[config.mk]
export PLATFORM = sky130hd
export DESIGN_NAME = cdb_arbiter_flat
export DESIGN_NICKNAME = d
export VERILOG_FILES = /design/src/rtl/cdb_arbiter_if.sv /design/src/rtl/cdb_arbiter.sv /design/src/flat_wrapper.sv
export SDC_FILE = /design/constraint.sdc
export NUM_CORES = 1
export LEC_CHECK = 0
export BUFFER_PORTS_ARGS = -buffer_cell sky130_fd_sc_hd__buf_4
export CORE_MARGIN = 4
export CORE_UTILIZATION = 59
export DETAILED_ROUTE_END_ITERATION = 8
export PLACE_DENSITY_LB_ADDON = 0.1
export SLEW_MARGIN = 20
export SYNTH_ARGS = -nofsm -noshare
export SYNTH_HDL_FRONTEND = slang
export SYNTH_SLANG_ARGS = --single-unit
[constraint.sdc]
create_clock -name clk -period 21.9 [get_ports clk]
set_input_delay 3.285 -clock clk [delete_from_list [all_inputs] [get_ports clk]]
set_output_delay 3.285 -clock clk [all_outputs]
set_load 0.05 [all_outputs]
[src/rtl/cdb_arbiter_if.sv]
// Bundle of the execution-unit request side, the age/flush inputs and the
// registered common data bus broadcast of the CDB arbiter.
// master: the execution-unit / ROB side; slave: the arbiter.
interface cdb_arbiter_if #(
    parameter int NUM_REQ   = 3,
    parameter int ROB_TAG_W = 4,
    parameter int PREG_W    = 7,
    parameter int DATA_W    = 32
);
    localparam int SRC_W = (NUM_REQ > 1) ? $clog2(NUM_REQ) : 1;

    // per-unit result handoff
    logic [NUM_REQ-1:0]                 req_valid;
    logic [NUM_REQ-1:0]                 req_ready;
    logic [NUM_REQ-1:0][ROB_TAG_W-1:0]  req_rob_tag;
    logic [NUM_REQ-1:0]                 req_has_dest;
    logic [NUM_REQ-1:0][PREG_W-1:0]     req_preg;
    logic [NUM_REQ-1:0][DATA_W-1:0]     req_data;

    // age reference and branch flush
    logic [ROB_TAG_W-1:0]               rob_head;
    logic                               mispredict;
    logic [ROB_TAG_W-1:0]               mispredict_rob_tag;

    // registered broadcast
    logic                               cdb_valid;
    logic [ROB_TAG_W-1:0]               cdb_rob_tag;
    logic                               cdb_we;
    logic [PREG_W-1:0]                  cdb_preg;
    logic [DATA_W-1:0]                  cdb_data;
    logic [SRC_W-1:0]                   cdb_src;

    modport master (
        output req_valid, req_rob_tag, req_has_dest, req_preg, req_data,
        output rob_head, mispredict, mispredict_rob_tag,
        input  req_ready,
        input  cdb_valid, cdb_rob_tag, cdb_we, cdb_preg, cdb_data, cdb_src
    );

    modport slave (
        input  req_valid, req_rob_tag, req_has_dest, req_preg, req_data,
        input  rob_head, mispredict, mispredict_rob_tag,
        output req_ready,
        output cdb_valid, cdb_rob_tag, cdb_we, cdb_preg, cdb_data, cdb_src
    );
endinterface

[src/rtl/cdb_arbiter.sv]
// Common data bus arbiter: one holding slot per execution unit, oldest-first
// (by ROB age relative to rob_head) grant, registered broadcast, and discard
// of results younger than a mispredicting branch.
module cdb_arbiter #(
    parameter int NUM_REQ   = 3,
    parameter int ROB_TAG_W = 4,
    parameter int PREG_W    = 7,
    parameter int DATA_W    = 32
) (
    input  logic          clk,
    input  logic          reset,
    cdb_arbiter_if.slave  bus
);
    localparam int SRC_W = (NUM_REQ > 1) ? $clog2(NUM_REQ) : 1;

    // Ages wrap naturally through the ROB_TAG_W-bit subtraction; raw tags are
    // never compared against each other.
    function automatic logic [ROB_TAG_W-1:0] age_of(
        input logic [ROB_TAG_W-1:0] tag,
        input logic [ROB_TAG_W-1:0] head
    );
        return tag - head;
    endfunction

    logic [NUM_REQ-1:0]                 hold_valid;
    logic [NUM_REQ-1:0]                 hold_has_dest;
    logic [NUM_REQ-1:0][ROB_TAG_W-1:0]  hold_tag;
    logic [NUM_REQ-1:0][PREG_W-1:0]     hold_preg;
    logic [NUM_REQ-1:0][DATA_W-1:0]     hold_data;

    logic [ROB_TAG_W-1:0]               br_age;
    logic [NUM_REQ-1:0][ROB_TAG_W-1:0]  hold_age;
    logic [NUM_REQ-1:0][ROB_TAG_W-1:0]  in_age;
    logic [NUM_REQ-1:0]                 kill_slot;
    logic [NUM_REQ-1:0]                 kill_in;

    logic                               win_found;
    logic [SRC_W-1:0]                   win_idx;
    logic [ROB_TAG_W-1:0]               win_age;
    logic [ROB_TAG_W-1:0]               win_tag;
    logic                               win_has_dest;
    logic [PREG_W-1:0]                  win_preg;
    logic [DATA_W-1:0]                  win_data;
    logic [NUM_REQ-1:0]                 grant;

    logic [NUM_REQ-1:0]                 accept;
    logic [NUM_REQ-1:0]                 load;

    logic                               cdb_valid_q;
    logic [ROB_TAG_W-1:0]               cdb_tag_q;
    logic                               cdb_we_q;
    logic [PREG_W-1:0]                  cdb_preg_q;
    logic [DATA_W-1:0]                  cdb_data_q;
    logic [SRC_W-1:0]                   cdb_src_q;

    // Ages of held and incoming results, and which of them a mispredict kills.
    // The branch itself (equal age) is never killed.
    always_comb begin
        br_age    = age_of(bus.mispredict_rob_tag, bus.rob_head);
        hold_age  = '0;
        in_age    = '0;
        kill_slot = '0;
        kill_in   = '0;
        for (int i = 0; i < NUM_REQ; i++) begin
            hold_age[i]  = age_of(hold_tag[i], bus.rob_head);
            in_age[i]    = age_of(bus.req_rob_tag[i], bus.rob_head);
            kill_slot[i] = bus.mispredict & hold_valid[i] & (hold_age[i] > br_age);
            kill_in[i]   = bus.mispredict & (in_age[i] > br_age);
        end
    end

    // Oldest surviving slot wins; strict compare keeps the lowest index on a tie.
    always_comb begin
        win_found    = 1'b0;
        win_idx      = '0;
        win_age      = '0;
        win_tag      = '0;
        win_has_dest = 1'b0;
        win_preg     = '0;
        win_data     = '0;
        for (int i = 0; i < NUM_REQ; i++) begin
            if (hold_valid[i] && !kill_slot[i] &&
                (!win_found || (hold_age[i] < win_age))) begin
                win_found    = 1'b1;
                win_idx      = SRC_W'(i);
                win_age      = hold_age[i];
                win_tag      = hold_tag[i];
                win_has_dest = hold_has_dest[i];
                win_preg     = hold_preg[i];
                win_data     = hold_data[i];
            end
        end
        grant = '0;
        for (int i = 0; i < NUM_REQ; i++) begin
            grant[i] = win_found && (win_idx == SRC_W'(i));
        end
    end

    // Ready comes only from slot state and the grant, never from req_valid.
    // A killed incoming result is still acknowledged so the unit drops it.
    assign bus.req_ready = ~hold_valid | grant;
    assign accept        = bus.req_valid & bus.req_ready;
    assign load          = accept & ~kill_in;

    // Slot occupancy: refill wins over the clear from a grant, so a granted
    // unit streams one result per cycle.
    always_ff @(posedge clk) begin
        if (reset) begin
            hold_valid <= '0;
        end else begin
            for (int i = 0; i < NUM_REQ; i++) begin
                if (load[i]) begin
                    hold_valid[i] <= 1'b1;
                end else if (grant[i] || kill_slot[i]) begin
                    hold_valid[i] <= 1'b0;
                end
            end
        end
    end

    // Slot payload is qualified by hold_valid, so it needs no reset.
    always_ff @(posedge clk) begin
        for (int i = 0; i < NUM_REQ; i++) begin
            if (load[i]) begin
                hold_tag[i]      <= bus.req_rob_tag[i];
                hold_has_dest[i] <= bus.req_has_dest[i];
                hold_preg[i]     <= bus.req_preg[i];
                hold_data[i]     <= bus.req_data[i];
            end
        end
    end

    // Registered broadcast: valid for exactly one cycle per grant; payload
    // holds its last value when idle, write enable drops with valid.
    always_ff @(posedge clk) begin
        if (reset) begin
            cdb_valid_q <= 1'b0;
            cdb_tag_q   <= '0;
            cdb_we_q    <= 1'b0;
            cdb_preg_q  <= '0;
            cdb_data_q  <= '0;
            cdb_src_q   <= '0;
        end else if (win_found) begin
            cdb_valid_q <= 1'b1;
            cdb_tag_q   <= win_tag;
            cdb_we_q    <= win_has_dest;
            cdb_preg_q  <= win_preg;
            cdb_data_q  <= win_data;
            cdb_src_q   <= win_idx;
        end else begin
            cdb_valid_q <= 1'b0;
            cdb_we_q    <= 1'b0;
        end
    end

    assign bus.cdb_valid   = cdb_valid_q;
    assign bus.cdb_rob_tag = cdb_tag_q;
    assign bus.cdb_we      = cdb_we_q;
    assign bus.cdb_preg    = cdb_preg_q;
    assign bus.cdb_data    = cdb_data_q;
    assign bus.cdb_src     = cdb_src_q;

endmodule

[src/flat_wrapper.sv]
// flat-port wrapper written by rule: the top's interface ports become plain ports
module cdb_arbiter_flat 
#(
    parameter int NUM_REQ   = 3,
    parameter int ROB_TAG_W = 4,
    parameter int PREG_W    = 7,
    parameter int DATA_W    = 32
)
  (clk, reset, bus_req_valid, bus_req_rob_tag, bus_req_has_dest, bus_req_preg, bus_req_data, bus_rob_head, bus_mispredict, bus_mispredict_rob_tag, bus_req_ready, bus_cdb_valid, bus_cdb_rob_tag, bus_cdb_we, bus_cdb_preg, bus_cdb_data, bus_cdb_src);
  cdb_arbiter_if #(.NUM_REQ(NUM_REQ), .ROB_TAG_W(ROB_TAG_W), .PREG_W(PREG_W), .DATA_W(DATA_W)) bus_i ();
  input  logic clk;
  input  logic reset;
  input wire logic [$bits(bus_i.req_valid)-1:0] bus_req_valid;
  input wire logic [$bits(bus_i.req_rob_tag)-1:0] bus_req_rob_tag;
  input wire logic [$bits(bus_i.req_has_dest)-1:0] bus_req_has_dest;
  input wire logic [$bits(bus_i.req_preg)-1:0] bus_req_preg;
  input wire logic [$bits(bus_i.req_data)-1:0] bus_req_data;
  input wire logic [$bits(bus_i.rob_head)-1:0] bus_rob_head;
  input wire logic [$bits(bus_i.mispredict)-1:0] bus_mispredict;
  input wire logic [$bits(bus_i.mispredict_rob_tag)-1:0] bus_mispredict_rob_tag;
  output wire logic [$bits(bus_i.req_ready)-1:0] bus_req_ready;
  output wire logic [$bits(bus_i.cdb_valid)-1:0] bus_cdb_valid;
  output wire logic [$bits(bus_i.cdb_rob_tag)-1:0] bus_cdb_rob_tag;
  output wire logic [$bits(bus_i.cdb_we)-1:0] bus_cdb_we;
  output wire logic [$bits(bus_i.cdb_preg)-1:0] bus_cdb_preg;
  output wire logic [$bits(bus_i.cdb_data)-1:0] bus_cdb_data;
  output wire logic [$bits(bus_i.cdb_src)-1:0] bus_cdb_src;
  assign bus_i.req_valid = bus_req_valid;
  assign bus_i.req_rob_tag = bus_req_rob_tag;
  assign bus_i.req_has_dest = bus_req_has_dest;
  assign bus_i.req_preg = bus_req_preg;
  assign bus_i.req_data = bus_req_data;
  assign bus_i.rob_head = bus_rob_head;
  assign bus_i.mispredict = bus_mispredict;
  assign bus_i.mispredict_rob_tag = bus_mispredict_rob_tag;
  assign bus_req_ready = bus_i.req_ready;
  assign bus_cdb_valid = bus_i.cdb_valid;
  assign bus_cdb_rob_tag = bus_i.cdb_rob_tag;
  assign bus_cdb_we = bus_i.cdb_we;
  assign bus_cdb_preg = bus_i.cdb_preg;
  assign bus_cdb_data = bus_i.cdb_data;
  assign bus_cdb_src = bus_i.cdb_src;
  cdb_arbiter #(.NUM_REQ(NUM_REQ), .ROB_TAG_W(ROB_TAG_W), .PREG_W(PREG_W), .DATA_W(DATA_W)) u_core (.clk(clk), .reset(reset), .bus(bus_i));
endmodule
==> summary.md <==
| Metric | Value |
|---|---|
| Number of diodes added for antenna fixing | 0 |
| Worst path max stage delay | 520 ps |
| CTS tree | built |
| Number of buffers added to fix hold violations after cts | 0 |
| Remaining design rule violation count | 0 |
| Number of levels in the clock H-tree | 4 |
| Most frequent cell after synthesis | sky130_fd_sc_hd__edfxtp_1 |
| Maximum number of pins on one net before global-route repair | 54 |
| Cell repeated most along the worst path | sky130_fd_sc_hd__ha_1 |
| Antenna violations before repair | 0 |
| Buffer cell driving the clock tree root | sky130_fd_sc_hd__clkbuf_16 |
| Post-Synthesis Net Count | ~940 |
| Crit path depth | 25 |
| Weighted congestion reported at the end of routability-driven placement | ~0.87 |
| Startpoint kind of the worst setup timing path | input pin |
| Final hold violations | 0 |
| Max Cap Violations | 0 |
| Area growth, synth to finish | 22.8% |
| CP bufs+invs | 4 |
| Final standard cell count with taps included and fillers excluded | 1130 |
| Via count of the first global-routing pass | roughly 7200 |
| Placement Rows | 45 |
| Final Setup Violations | 0 |
| Peak ir drop on the vdd network | 0.0000940 V |
| Cell with the largest stage delay on the worst path | sky130_fd_sc_hd__inv_1 |
| Utilization after layout | 0.739 |
| Share of the clock period used by the worst path after layout | 0.560 |
| Number of enable flip-flop cells after synthesis | 132 |
| Via density per instance | 5.95 |
| Upper clock frequency limit | between 0.08 and 0.09 GHz |
| Synth async-reset ratio | 0 |
| Reg-to-Reg End | u_core.hold_data[15] |
| Top FF cell, synth | sky130_fd_sc_hd__edfxtp_1 |
| Largest fanout on the critical path | 14 |
| Arrival time at the worst endpoint | 8970 ps |
| Cell leakage power | 4.65 nW |
| Syn. warnings | 0 |
| Areal power density over the cells | 144 mW/mm^2 |
| Type of the worst setup path | in2out |
| Fraction of the yosys area taken by sequential cells | 0.543 |
| Clock buffers created by TritonCTS | 17 |
| Average wire per standard cell | 21.5 um |
| 1st-pass router iterations | 5 |
| Num Clock Sinks | 182 |
| Start of the worst register-to-register path | u_core.hold_tag[0] |
| Std-Cell Core Area | 0.0152 mm^2 |
| CP Data Required Time | 18620 ps |
| Post-synth design cell area | 0.00914 mm^2 |
| Number of cells on the worst hold path | 2 |
| I/O pin count | 196 |
| Worst path top cell family by delay | compound AO/OA/AOI/OAI gates |
| Port Buffer Count | 195 |
| Kind of capture point of the worst setup path | primary output |
| Worst-margin pin slew | 961 ps |
| Mapped Cells | 746 |
| Cells on worst reg2reg path | 24 |
| Final critical delay including setup and external delays | ~12000 ps |
| Worst reg2reg setup slack | 15330 ps |
| Max-slew violation count | 0 |
| DRC violation total after the first TritonRoute iteration | 476 |
| Die width | 132 um |
| Status | completed |
| Unrepaired setup endpoints after global routing | false |
| Post-CTS setup-driven buffer insertion count | 0 |
| Classification of the worst-slack hold path | reg2reg |
| Clock latency of the later-clocked register in the worst-skew pair | between 400 and 500 ps |
| Syn Area/Cell | 12.3 um^2 |
| Height of the chip | 132 um |
| Most common library cells after synthesis | sky130_fd_sc_hd__edfxtp_1 (132), sky130_fd_sc_hd__nor2_1 (93), sky130_fd_sc_hd__nand2_1 (53) |
| Library cell occupying the most area in the post-synthesis netlist | sky130_fd_sc_hd__edfxtp_1 |
| Post-route ant nets | 0 |
| Overflow after GRT | 0 |
| Fill cell count | 1048 |
| Wirelength, routed | 24.3 mm |
| Worst slew slack as a fraction of its limit | 0.359 |
| Share of post-route cells with drive strength above 1 | 0.341 |
| Hold endpoint | u_core.bus.cdb_src[1] |
| Launch point of the worst hold path | u_core.bus.cdb_src[1] |
| Main area contributors after synthesis | sky130_fd_sc_hd__edfxtp_1 (43%), sky130_fd_sc_hd__dfxtp_1 (11%), sky130_fd_sc_hd__ha_1 (6.2%) |
| Aggregate global-route resource usage | 0.277 |
| Via count of the routed design | 6720 |
| Flip-flop and latch count after synthesis | 182 |
| Setup clock skew after layout | 11.4 ps |
| Number of nets in the layout | 1128 |
| Number of distinct standard cells referenced by the synthesized netlist | 72 |
| Die area | 0.0175 mm^2 |
| Clock-pin slew reported for the worst setup and hold paths after clock tree synthesis | approximately 60 ps |
| Sum of negative setup slack | 0 ps |
| Global-route wire length before repair | 37.8 mm |
| Initial cell density of the core | 0.601 |
| Count of placed standard cells including taps | 1099 |
| Post-cts resize count | 0 |
| Clk buf depth | 2 |
| Post-synth top area share | 0.434 |
| Sum of net half-perimeters after detailed placement | between 15 and 20 mm |
[layout make-up]
class                      count  area [um^2]  share of cell area
timing repair buffer         203         1540               0.138
sequential                   182         4960               0.442
clock buffer                  19          443              0.0394
multi-input combinational    496         3800               0.339
clock inverter                12          124              0.0110
tap                          188          235              0.0209
inverter                      30          114              0.0101
[routing by layer]
layer,part of all wire,global-route usage,up-vias
li1,-,-,3097
met2,0.49,0.462,278
met1,0.42,0.360,3306
met3,0.075,0.0646,39
met5,0,0,-
met4,0.018,0.0930,0
[worst register-to-register path: cells and delay by family (launching register included)]
family	cells	cell delay (ps)
flip-flops	1	430
AO/OA/AOI/OAI	12	2710
buffers and inverters	3	890
adder cells (fa/ha/maj)	5	1500
AND/OR/NAND/NOR	4	470
[worst max path at each step]
stage | from | to | slack [ps]
after floorplan | bus_rob_head[1] | bus_req_ready[0] | 10480
after global placement | bus_rob_head[1] | bus_req_ready[0] | 9830
after detailed placement | bus_rob_head[1] | bus_req_ready[0] | 9660
after CTS | bus_rob_head[1] | bus_req_ready[0] | 9650
after global routing | bus_rob_head[1] | bus_req_ready[0] | 9160
final | bus_rob_head[1] | bus_req_ready[0] | 9650
[sequential cells by signal, summed over array words and instances, names as in the netlist, 2 cells and up]
signal and cells:
u_core.hold_preg 21, u_core.bus.cdb_preg 7, u_core.hold_data 96, u_core.hold_tag 12
u_core.bus.cdb_data 32, u_core.hold_has_dest 3, u_core.hold_valid 3, u_core.bus.cdb_rob_tag 4
u_core.bus.cdb_src 2
[stage by stage]
step	instance area (um^2)	setup slack, ps	power [mW]	hold slack [ps]
after detailed placement	10700	9660	1.32	478
after floorplan	9140	10480	1.11	482
final	11200	9650	1.62	488
after global routing	11200	9160	1.70	506
after global placement	10600	9830	1.29	475
after CTS	11200	9650	1.62	489
[cells by family (layout without fill, tap and decap cells)]
logic type,Yosys count,after routing,share of synthesized area
AO/OA/AOI/OAI,201,201,0.189
adder cells (fa/ha/maj),55,55,0.0803
buffers and inverters,68,264,0.0449
flip-flops,182,182,0.543
AND/OR/NAND/NOR,213,213,0.115
XOR/XNOR,27,27,0.0275
[power by group]
part / total [mW] / internal [mW] / switching [mW]
registers: 0.506 / 0.469 / 0.0374
clock network: 0.295 / 0.161 / 0.134
logic: 0.816 / 0.273 / 0.543
[cells in the final DEF, fill, tap and decap left out, drive strengths merged, types with 10 or more instances in the layout]
cell	netlist	layout
buf	22	203
edfxtp	132	132
nor2	94	94
nand2	54	54
dfxtp	50	50
o21ai	49	49
ha	45	45
a211oi	45	45
a22o	43	43
and2b	40	40
inv	30	31
xnor2	21	21
a21oi	21	21
clkbuf	13	19
a21o	10	10
Note: power is estimated with default switching activity, not from simulation.
